==> config.mk <==
export PLATFORM = sky130hd
export DESIGN_NAME = vyd_wb_hakem
export DESIGN_NICKNAME = d
export VERILOG_FILES = /design/src/rtl/vyd_wb_hakem_pkg.sv /design/src/rtl/vyd_wb_hakem_secici.sv /design/src/rtl/vyd_wb_hakem.sv
export SDC_FILE = /design/constraint.sdc
export NUM_CORES = 1
export LEC_CHECK = 0
export CAP_MARGIN = 10
export CORE_ASPECT_RATIO = 1.25
export CORE_UTILIZATION = 35
export DETAILED_ROUTE_END_ITERATION = 7
export PLACE_DENSITY_LB_ADDON = 0.05
export SETUP_SLACK_MARGIN = 0.2
export SLEW_MARGIN = 10
export SYNTH_ARGS = -nofsm -noshare
export SYNTH_HDL_FRONTEND = slang
export SYNTH_SLANG_ARGS = --single-unit
export TNS_END_PERCENT = 30
==> constraint.sdc <==
create_clock -name clk_i -period 8.4 [get_ports clk_i]
set_input_delay 1.26 -clock clk_i [delete_from_list [all_inputs] [get_ports clk_i]]
set_output_delay 1.26 -clock clk_i [all_outputs]
set_load 0.02 [all_outputs]
==> src/rtl/vyd_wb_hakem_pkg.sv <==
// Shared VYD types: arbiter state encoding and default bus/requester sizing.
`ifndef ADRES_GENISLIGI_BIT
`define ADRES_GENISLIGI_BIT 32
`endif
`ifndef SOZCUK_GENISLIGI_BIT
`define SOZCUK_GENISLIGI_BIT 32
`endif

package vyd_paket;

  localparam int unsigned VYD_ADRES_GENISLIGI  = `ADRES_GENISLIGI_BIT;
  localparam int unsigned VYD_SOZCUK_GENISLIGI = `SOZCUK_GENISLIGI_BIT;
  localparam int unsigned VYD_ISTEKCI_SAYISI   = 2;

  typedef enum logic [1:0] {
    BOSTA = 2'd0,
    ISTEK = 2'd1,
    TAMAM = 2'd2
  } hakem_durum_t;

endpackage

==> src/rtl/vyd_wb_hakem_secici.sv <==
// Combinational winner select; round-robin when VYD_HAKEM_DONER_ONCELIK_EN is
// defined, otherwise fixed priority (lowest index wins).
module vyd_hakem_secici
  import vyd_paket::*;
#(
  parameter int unsigned ISTEKCI_SAYISI   = VYD_ISTEKCI_SAYISI,
  parameter int unsigned SECICI_GENISLIGI = 1
) (
  input  logic [ISTEKCI_SAYISI-1:0]   istek,
  input  logic [SECICI_GENISLIGI-1:0] isaretci,
  output logic                        gecerli,
  output logic [SECICI_GENISLIGI-1:0] secilen
);

`ifdef VYD_HAKEM_DONER_ONCELIK_EN
  int unsigned mesafe;
  int unsigned en_iyi;

  // Nearest requester at or after the pointer, measured with wrap-around.
  always_comb begin
    gecerli = 1'b0;
    secilen = '0;
    mesafe  = 0;
    en_iyi  = ISTEKCI_SAYISI;
    for (int unsigned j = 0; j < ISTEKCI_SAYISI; j++) begin
      if (j >= 32'(isaretci)) mesafe = j - 32'(isaretci);
      else                    mesafe = j + ISTEKCI_SAYISI - 32'(isaretci);
      if (istek[j] && (mesafe < en_iyi)) begin
        en_iyi  = mesafe;
        gecerli = 1'b1;
        secilen = SECICI_GENISLIGI'(j);
      end
    end
  end
`else
  logic unused_isaretci;
  assign unused_isaretci = ^isaretci;

  always_comb begin
    gecerli = 1'b0;
    secilen = '0;
    for (int unsigned j = 0; j < ISTEKCI_SAYISI; j++) begin
      if (istek[j] && !gecerli) begin
        gecerli = 1'b1;
        secilen = SECICI_GENISLIGI'(j);
      end
    end
  end
`endif

endmodule

==> src/rtl/vyd_wb_hakem.sv <==
// Shares one VYD->Wishbone converter among several VYD requesters, one latched
// request at a time. VYD_HAKEM_DONER_ONCELIK_EN selects round-robin arbitration.
module vyd_wb_hakem
  import vyd_paket::*;
#(
  parameter  int unsigned ADRES_GENISLIGI  = `ADRES_GENISLIGI_BIT,
  parameter  int unsigned SOZCUK_GENISLIGI = `SOZCUK_GENISLIGI_BIT,
  parameter  int unsigned ISTEKCI_SAYISI   = VYD_ISTEKCI_SAYISI,
  localparam int unsigned SECICI_GENISLIGI = (ISTEKCI_SAYISI > 1) ? $clog2(ISTEKCI_SAYISI) : 1
) (
  input  logic                        clk_i,
  input  logic                        rst_i,
  input  logic [ADRES_GENISLIGI-1:0]  ist_adres_i [0:ISTEKCI_SAYISI-1],
  input  logic [SOZCUK_GENISLIGI-1:0] ist_veri_i  [0:ISTEKCI_SAYISI-1],
  input  logic                        ist_yaz_i   [0:ISTEKCI_SAYISI-1],
  input  logic                        ist_istek_i [0:ISTEKCI_SAYISI-1],
  output logic [SOZCUK_GENISLIGI-1:0] ist_veri_o  [0:ISTEKCI_SAYISI-1],
  output logic                        ist_hazir_o [0:ISTEKCI_SAYISI-1],
  output logic [ADRES_GENISLIGI-1:0]  vyd_adres_o,
  output logic [SOZCUK_GENISLIGI-1:0] vyd_veri_o,
  output logic                        vyd_yaz_o,
  output logic                        vyd_istek_o,
  input  logic [SOZCUK_GENISLIGI-1:0] vyd_veri_i,
  input  logic                        vyd_hazir_i,
  output logic [SECICI_GENISLIGI-1:0] sahip_o
);

  hakem_durum_t                durum_q, durum_d;
  logic [ADRES_GENISLIGI-1:0]  vyd_adres_d;
  logic [SOZCUK_GENISLIGI-1:0] vyd_veri_d;
  logic                        vyd_yaz_d;
  logic                        vyd_istek_d;
  logic [SECICI_GENISLIGI-1:0] sahip_d;
  logic [SOZCUK_GENISLIGI-1:0] ist_veri_d [0:ISTEKCI_SAYISI-1];
  logic [ISTEKCI_SAYISI-1:0]   istek_vek;
  logic [SECICI_GENISLIGI-1:0] isaretci;
  logic                        gecerli;
  logic [SECICI_GENISLIGI-1:0] secilen;

`ifdef VYD_HAKEM_DONER_ONCELIK_EN
  logic [SECICI_GENISLIGI-1:0] isaretci_q, isaretci_d;
  assign isaretci = isaretci_q;
`else
  assign isaretci = '0;
`endif

  always_comb begin
    for (int unsigned j = 0; j < ISTEKCI_SAYISI; j++) istek_vek[j] = ist_istek_i[j];
  end

  vyd_hakem_secici #(
    .ISTEKCI_SAYISI   (ISTEKCI_SAYISI),
    .SECICI_GENISLIGI (SECICI_GENISLIGI)
  ) u_secici (
    .istek    (istek_vek),
    .isaretci (isaretci),
    .gecerli  (gecerli),
    .secilen  (secilen)
  );

  // Next state and next values of every registered output.
  always_comb begin
    durum_d     = durum_q;
    vyd_adres_d = vyd_adres_o;
    vyd_veri_d  = vyd_veri_o;
    vyd_yaz_d   = vyd_yaz_o;
    vyd_istek_d = vyd_istek_o;
    sahip_d     = sahip_o;
    ist_veri_d  = ist_veri_o;
`ifdef VYD_HAKEM_DONER_ONCELIK_EN
    isaretci_d  = isaretci_q;
`endif
    case (durum_q)
      BOSTA: begin
        if (gecerli) begin
          vyd_adres_d = ist_adres_i[secilen];
          vyd_veri_d  = ist_veri_i[secilen];
          vyd_yaz_d   = ist_yaz_i[secilen];
          vyd_istek_d = 1'b1;
          sahip_d     = secilen;
          durum_d     = ISTEK;
`ifdef VYD_HAKEM_DONER_ONCELIK_EN
          isaretci_d  = (32'(secilen) == ISTEKCI_SAYISI - 1) ? '0
                                                             : secilen + SECICI_GENISLIGI'(1);
`endif
        end
      end
      ISTEK: begin
        if (vyd_istek_o && vyd_hazir_i) begin
          ist_veri_d[sahip_o] = vyd_veri_i;
          vyd_istek_d         = 1'b0;
          durum_d             = TAMAM;
        end
      end
      TAMAM:   durum_d = BOSTA;
      default: durum_d = BOSTA;
    endcase
  end

  always_ff @(posedge clk_i or posedge rst_i) begin
    if (rst_i) begin
      durum_q     <= BOSTA;
      vyd_adres_o <= '0;
      vyd_veri_o  <= '0;
      vyd_yaz_o   <= 1'b0;
      vyd_istek_o <= 1'b0;
      sahip_o     <= '0;
      for (int unsigned j = 0; j < ISTEKCI_SAYISI; j++) ist_veri_o[j] <= '0;
    end else begin
      durum_q     <= durum_d;
      vyd_adres_o <= vyd_adres_d;
      vyd_veri_o  <= vyd_veri_d;
      vyd_yaz_o   <= vyd_yaz_d;
      vyd_istek_o <= vyd_istek_d;
      sahip_o     <= sahip_d;
      ist_veri_o  <= ist_veri_d;
    end
  end

`ifdef VYD_HAKEM_DONER_ONCELIK_EN
  always_ff @(posedge clk_i or posedge rst_i) begin
    if (rst_i) isaretci_q <= '0;
    else       isaretci_q <= isaretci_d;
  end
`endif

  // Ready when idle; otherwise a one-cycle completion pulse to the owner.
  always_comb begin
    for (int unsigned j = 0; j < ISTEKCI_SAYISI; j++) begin
      ist_hazir_o[j] = !ist_istek_i[j] ||
                       ((durum_q == TAMAM) && (sahip_o == SECICI_GENISLIGI'(j)));
    end
  end

endmodule
==> results of run 1 <==
worst reg2reg max path, cell delays in order (launching register included):
cell,delay (ns)
dfrtp_1,0.41
nor2_1,0.27
o21a_4,0.28
buf_4,0.82
mux2_2,0.48
cell type report:
class | instances | area (µm²)
Clock inverter | 14 | 151
Inverter | 4 | 17.5
Sequential cell | 133 | 3330
Fill cell | 1423 | 7550
Clock buffer | 17 | 425
Timing Repair Buffer | 302 | 3020
Tap cell | 224 | 280
Multi-Input combinational cell | 208 | 2670
worst min-delay path by stage:
stage              startpoint        endpoint  slack [ns]  cells after the start
6_report       ist_veri_o[52]  ist_veri_o[52]        0.49                      1
5_1_grt         ist_veri_o[1]   ist_veri_o[1]        0.51                      1
4_1_cts        ist_veri_o[45]  ist_veri_o[45]        0.49                      1
3_5_place_dp   ist_veri_o[45]  ist_veri_o[45]        0.48                      1
3_3_place_gp   ist_veri_o[41]  ist_veri_o[41]        0.47                      1
2_1_floorplan      durum_q[0]      durum_q[0]        0.52                      1
per-stage QoR:
stage,instances,area (µm²)
after floorplan,365,6230
after global placement,871,9310
after detailed placement,871,9310
after CTS,902,9880
after global routing,902,9880
final,902,9880
synthesized netlist by cell type, drive strengths merged:
master,number,area share
o21a,1,0.0012
nor2,2,0.0016
buf,20,0.038
nor2b,1,0.0022
nand4b,1,0.0014
o21ai,2,0.0016
nand2,2,0.0016
a21o,1,0.0012
a31o,1,0.0014
mux2,194,0.41
dfrtp,133,0.53
a21oi,2,0.0016
inv,4,0.0024
nand2b,1,0.0010
registers in the layout (all words and copies together) (netlist names):
name,flops
sahip_o,1
durum_q,2
vyd_adres_o,32
vyd_istek_o,1
vyd_yaz_o,1
ist_veri_o,64
vyd_veri_o,32
power by group through the flow:
stage	combinational [mW]	sequential (mW)	clock [mW]
global route	1.98	1.19	0.777
global placement	1.89	1.14	0
finish	1.89	1.15	0.728
detailed placement	1.91	1.15	0
floorplan	0.652	1.54	0
CTS	1.92	1.15	0.750
per-layer routing:
metal	GRT usage	vias up	wire, µm
li1	-	1909	-
met1	0.184	2054	5820
met2	0.302	188	8310
met3	0.0584	20	1300
met4	0.0772	0	301
met5	0	-	0
logic make-up after synthesis:
group,synth area share
muxes,0.411
DFF,0.534
buffers and inverters,0.0405
AOI/OAI and AO/OA,0.00703
and+or+nand+nor,0.00783
==> qor.yml, run 1 <==
status:
  outcome: "completed"
power:
  p_clk_frac: 0.193
  total_power_mw: 3.77
  p_seq_frac: 0.305
  p_int_mw: 2.47
  p_sw_mw: 1.29
  sw_frac_of_total: 0.344
  peakVddDrop_uv: 162
  leakage_nw: 4.22
  pwr-share-comb: 0.502
  power_density_mw_per_mm2: 381
clock_network:
  clkTransAtPathRegs_ns: 0.06
  cts-root-buf: "clkbuf_16"
  cts_max_path_buffers: 2
  ctsHoldBuffers: 0
  cts_tree: "yes"
  cts_max_level: 4
  cts_resized: 0
  post_cts_buffers: 0
  numCtsBuffers: 17
  clk_latency_ns: 0.41
  numClockSinks: 133
layout:
  layout_commonest_cell: "clkdlybuf4s50_1"
  nets: 833
  layout.cells.most_common_list: "299 x clkdlybuf4s50_1, 133 x dfrtp_1, 100 x mux2_4"
  diodes: 0
  drive_above_1_share: 0.332
  utilization: 0.567
  area_delta_synth_final_pct: 58.6
yosys:
  postSynthCellCount: 365
  netlist-cell-type-count: 21
  syn_area_mm2: 0.00623
  syn_area_per_cell_um2: 17.1
  synth_seq_cells: 133
  synthesis.nets: 532
  synth-seq-area-share: 0.534
  synth_warnings: 0
route:
  drt_pre_antenna_iters: 4
  via_count: 4171
  drtIter0Drc: 150
  avgViaCountPerCell: 4.62
  wl_per_cell_um: 17.4
  postRouteAntennaNets: 0
  drcViolationCount: 0
  drt_wl_total_mm: 15.7
global_route:
  grt_pass1_wl_mm: 23.6
  grt-ovfl-total: 0
  grt_max_degree: 74
  antenna_found_initial: 0
  grt_util_all_layers: 0.172
  grt_pass1_vias: 4371
die:
  initial_core_util: 0.358
  core_mm2: 0.0174
  io_pins: 300
  die_w_um: 121
  num_rows: 54
  die_h_um: 151
  die_area_mm2: 0.0184
sta:
  slew_violations: 0
  min_period_ns: 3.80
  hold_viol: 0
  max_freq_mhz: 263
  post-route-period-util: 0.453
  rsz0062_at_grt: "no"
  setup_tns_ns: 0
  holdWs_ns: 0.488
  worst_pin_slew_ns: 1.04
  setup_slack_ns: 4.60
  setup_viol: 0
  finClkSkew_ns: 0.00762
  relSlewSlack: 0.306
critical_path:
  arrival_ns: 2.54
  path_common_cell: "clkdlybuf4s50_1"
  endpoint: "ist_hazir_o[1]"
  ff2ff_setup_slack_ns: 6.04
  start_kind: "input pin"
  max_stage_delay_ns: 0.63
  r2r-end: "vyd_veri_o[23]"
  crit_fanout: 4
  path_class: "in2out"
  ff2ff_path_depth: 4
  cp-end-kind: "primary output"
  required_ns: 7.14
  startpoint: "ist_istek_i[1]"
  cp_top_family: "buffers and inverters"
  slowest_stage: "clkdlybuf4s50_1"
  crit_chain: "clkdlybuf4s50_1, o21ai_0, clkdlybuf4s50_1"
  r2r-start: "durum_q[1]"
  cp.depth: 3
  path_buf_inv: 2
place:
  hpwl_mm: 11.3
  gp_congestion: 0.731
  portBuffers: 299
  pre_cts_slack_ns: 4.56
hold_path:
  min_path_type: "reg2reg"
run:
  drv_cap: 0
Power figures use the tool's default switching activity.
==> run 2: changes to the inputs <==
Clock period 8.4 ns to 3.75 ns, I/O delays scaled along.
==> run 2 against run 1 <==
Net effect:
- via count rose by 1.9%
- clock-buffer cell count rose by 1
- hold slack got worse by 0.0030 ns
- die area did not move
- sequential power rose by 130%
- first-iteration DRC count fell by 23%
- global-route usage rose by 0.58 points
- combinational power rose by 120%
- clock skew fell by 0.00056 ns
- critical path type unchanged
==> qor.yml, run 2 (synthesis gave the netlist of run 1 again) <==
die:
  num_rows: 54
  core_mm2: 0.0174
  die_w_um: 121
  io_pins: 300
  initial_core_util: 0.358
  die_h_um: 151
  die_area_mm2: 0.0184
critical_path:
  ff2ff_setup_slack_ns: 1.56
  cp-end-kind: "primary output"
  r2r-start: "durum_q[1]"
  path_class: "in2out"
  slowest_stage: "clkdlybuf4s50_1"
  crit_fanout: 4
  max_stage_delay_ns: 0.64
  startpoint: "ist_istek_i[1]"
  r2r-end: "vyd_adres_o[10]"
  ff2ff_path_depth: 4
  required_ns: 3.19
  crit_chain: "clkdlybuf4s50_1, o21ai_0, clkdlybuf4s50_1"
  path_common_cell: "clkdlybuf4s50_1"
  start_kind: "input pin"
  arrival_ns: 1.88
layout:
  layout.cells.most_common_list: "299 x clkdlybuf4s50_1, 133 x dfrtp_1, 100 x mux2_4"
  reg_top3: "ist_veri_o x64, vyd_adres_o x32, vyd_veri_o x32"
  layout_commonest_cell: "clkdlybuf4s50_1"
  drive_above_1_share: 0.336
  nets: 838
  largest_reg_flops: 64
  largest-register: "ist_veri_o"
  instances_no_fill: 908
  final_area_mm2: 0.00992
  area_delta_synth_final_pct: 59.2
  diodes: 0
  fillers: 1484
sta:
  setup_viol: 0
  relSlewSlack: 0.442
  hold_viol: 0
  slew_violations: 0
  min_period_ns: 2.44
  post-route-period-util: 0.652
  finClkSkew_ns: 0.00706
  worst_pin_slew_ns: 0.833
  max_freq_mhz: 409
  setup_tns_ns: 0
  rsz0062_at_grt: "no"
route:
  drt_wl_total_mm: 16.3
  drt_pre_antenna_iters: 4
  drtIter0Drc: 115
  drcViolationCount: 0
  via_count: 4250
  postRouteAntennaNets: 0
  avgViaCountPerCell: 4.68
  wl_per_cell_um: 18.0
power:
  peakVddDrop_uv: 369
  power_density_mw_per_mm2: 851
  leakage_nw: 4.23
clock_network:
  clkTransAtPathRegs_ns: 0.06
  cts_resized: 0
  post_cts_buffers: 0
  cts_tree: "yes"
  numCtsBuffers: 17
  cts-root-buf: "clkbuf_16"
  clk_latency_ns: 0.41
  numClockSinks: 133
  cts_max_path_buffers: 2
  cts_max_level: 4
  ctsHoldBuffers: 0
hold_path:
  min_path_type: "reg2reg"
  min_from: "ist_veri_o[43]"
  worstHoldPathCells: 1
  holdPathEnd: "ist_veri_o[43]"
run:
  drv_cap: 0
global_route:
  grt_use_met1: 0.181
  grt_pass1_vias: 4535
  grt_pass1_wl_mm: 24.3
  grt_max_degree: 75
  grt-ovfl-total: 0
  globalRouteMet2Util: 0.324
  grt_util_all_layers: 0.177
  use_met3: 0.0617
  antenna_found_initial: 0
  grt-busiest-layer: "met2"
place:
  place_inst: 876
  gp_congestion: 0.741
  hpwl_mm: 12.2
  portBuffers: 299
  place_area_mm2: 0.00936
status:
  outcome: "completed"
## run 2: cell count changes in the layout (fill, tap and decap cells not counted), sizes merged
cell,change
inv,+4
bufinv,-1
clkbuf,+1
clkinvlp,+4
clkinv,-7
buf,+5
## run 2: metrics by stage
| stage | hold slack, ns | total power [mW] | util | setup slack [ns] |
|---|---|---|---|---|
| 5_1_grt | 0.502 | 8.86 | 0.569 | 1.22 |
| 4_1_cts | 0.488 | 8.57 | 0.569 | 1.29 |
| 3_3_place_gp | 0.467 | 6.83 | 0.537 | 1.07 |
| 6_report | 0.485 | 8.44 | 0.569 | 1.31 |
| 3_5_place_dp | 0.477 | 6.91 | 0.537 | 1.02 |
| 2_1_floorplan | 0.525 | 4.92 | - | 1.54 |
## run 2: metal layers
layer | up-vias | part of all wire
li1 | 1921 | -
met1 | 2113 | 0.36
met2 | 190 | 0.53
met3 | 26 | 0.087
met4 | 0 | 0.024
met5 | - | 0
## run 2: how the worst max path moves through the flow
stage	to	slack, ns
3_3_place_gp	vyd_veri_o[21]	1.07
3_5_place_dp	vyd_veri_o[22]	1.02
4_1_cts	ist_hazir_o[0]	1.29
6_report	ist_hazir_o[1]	1.31
5_1_grt	ist_hazir_o[0]	1.22
2_1_floorplan	durum_q[0]	1.54
## run 2: final cells by class
cell class / instances / area [µm²] / share of cell area
Sequential cell: 133 / 3330 / 0.335
Multi-Input combinational cell: 208 / 2670 / 0.269
Timing Repair Buffer: 307 / 3070 / 0.309
Tap cell: 224 / 280 / 0.0282
Clock inverter: 14 / 138 / 0.0139
Inverter: 4 / 18.8 / 0.00189
Clock buffer: 18 / 429 / 0.0432
## run 2: critical path, delay by kind of cell
kind                   cells  cell delay (ns)
buffers and inverters      2             1.16
AO/OA/AOI/OAI              1             0.15
## run 2: report_power, final
part           internal [mW]  switching, mW
registers               2.18          0.418
logic                   2.38           1.86
clock network          0.929          0.673
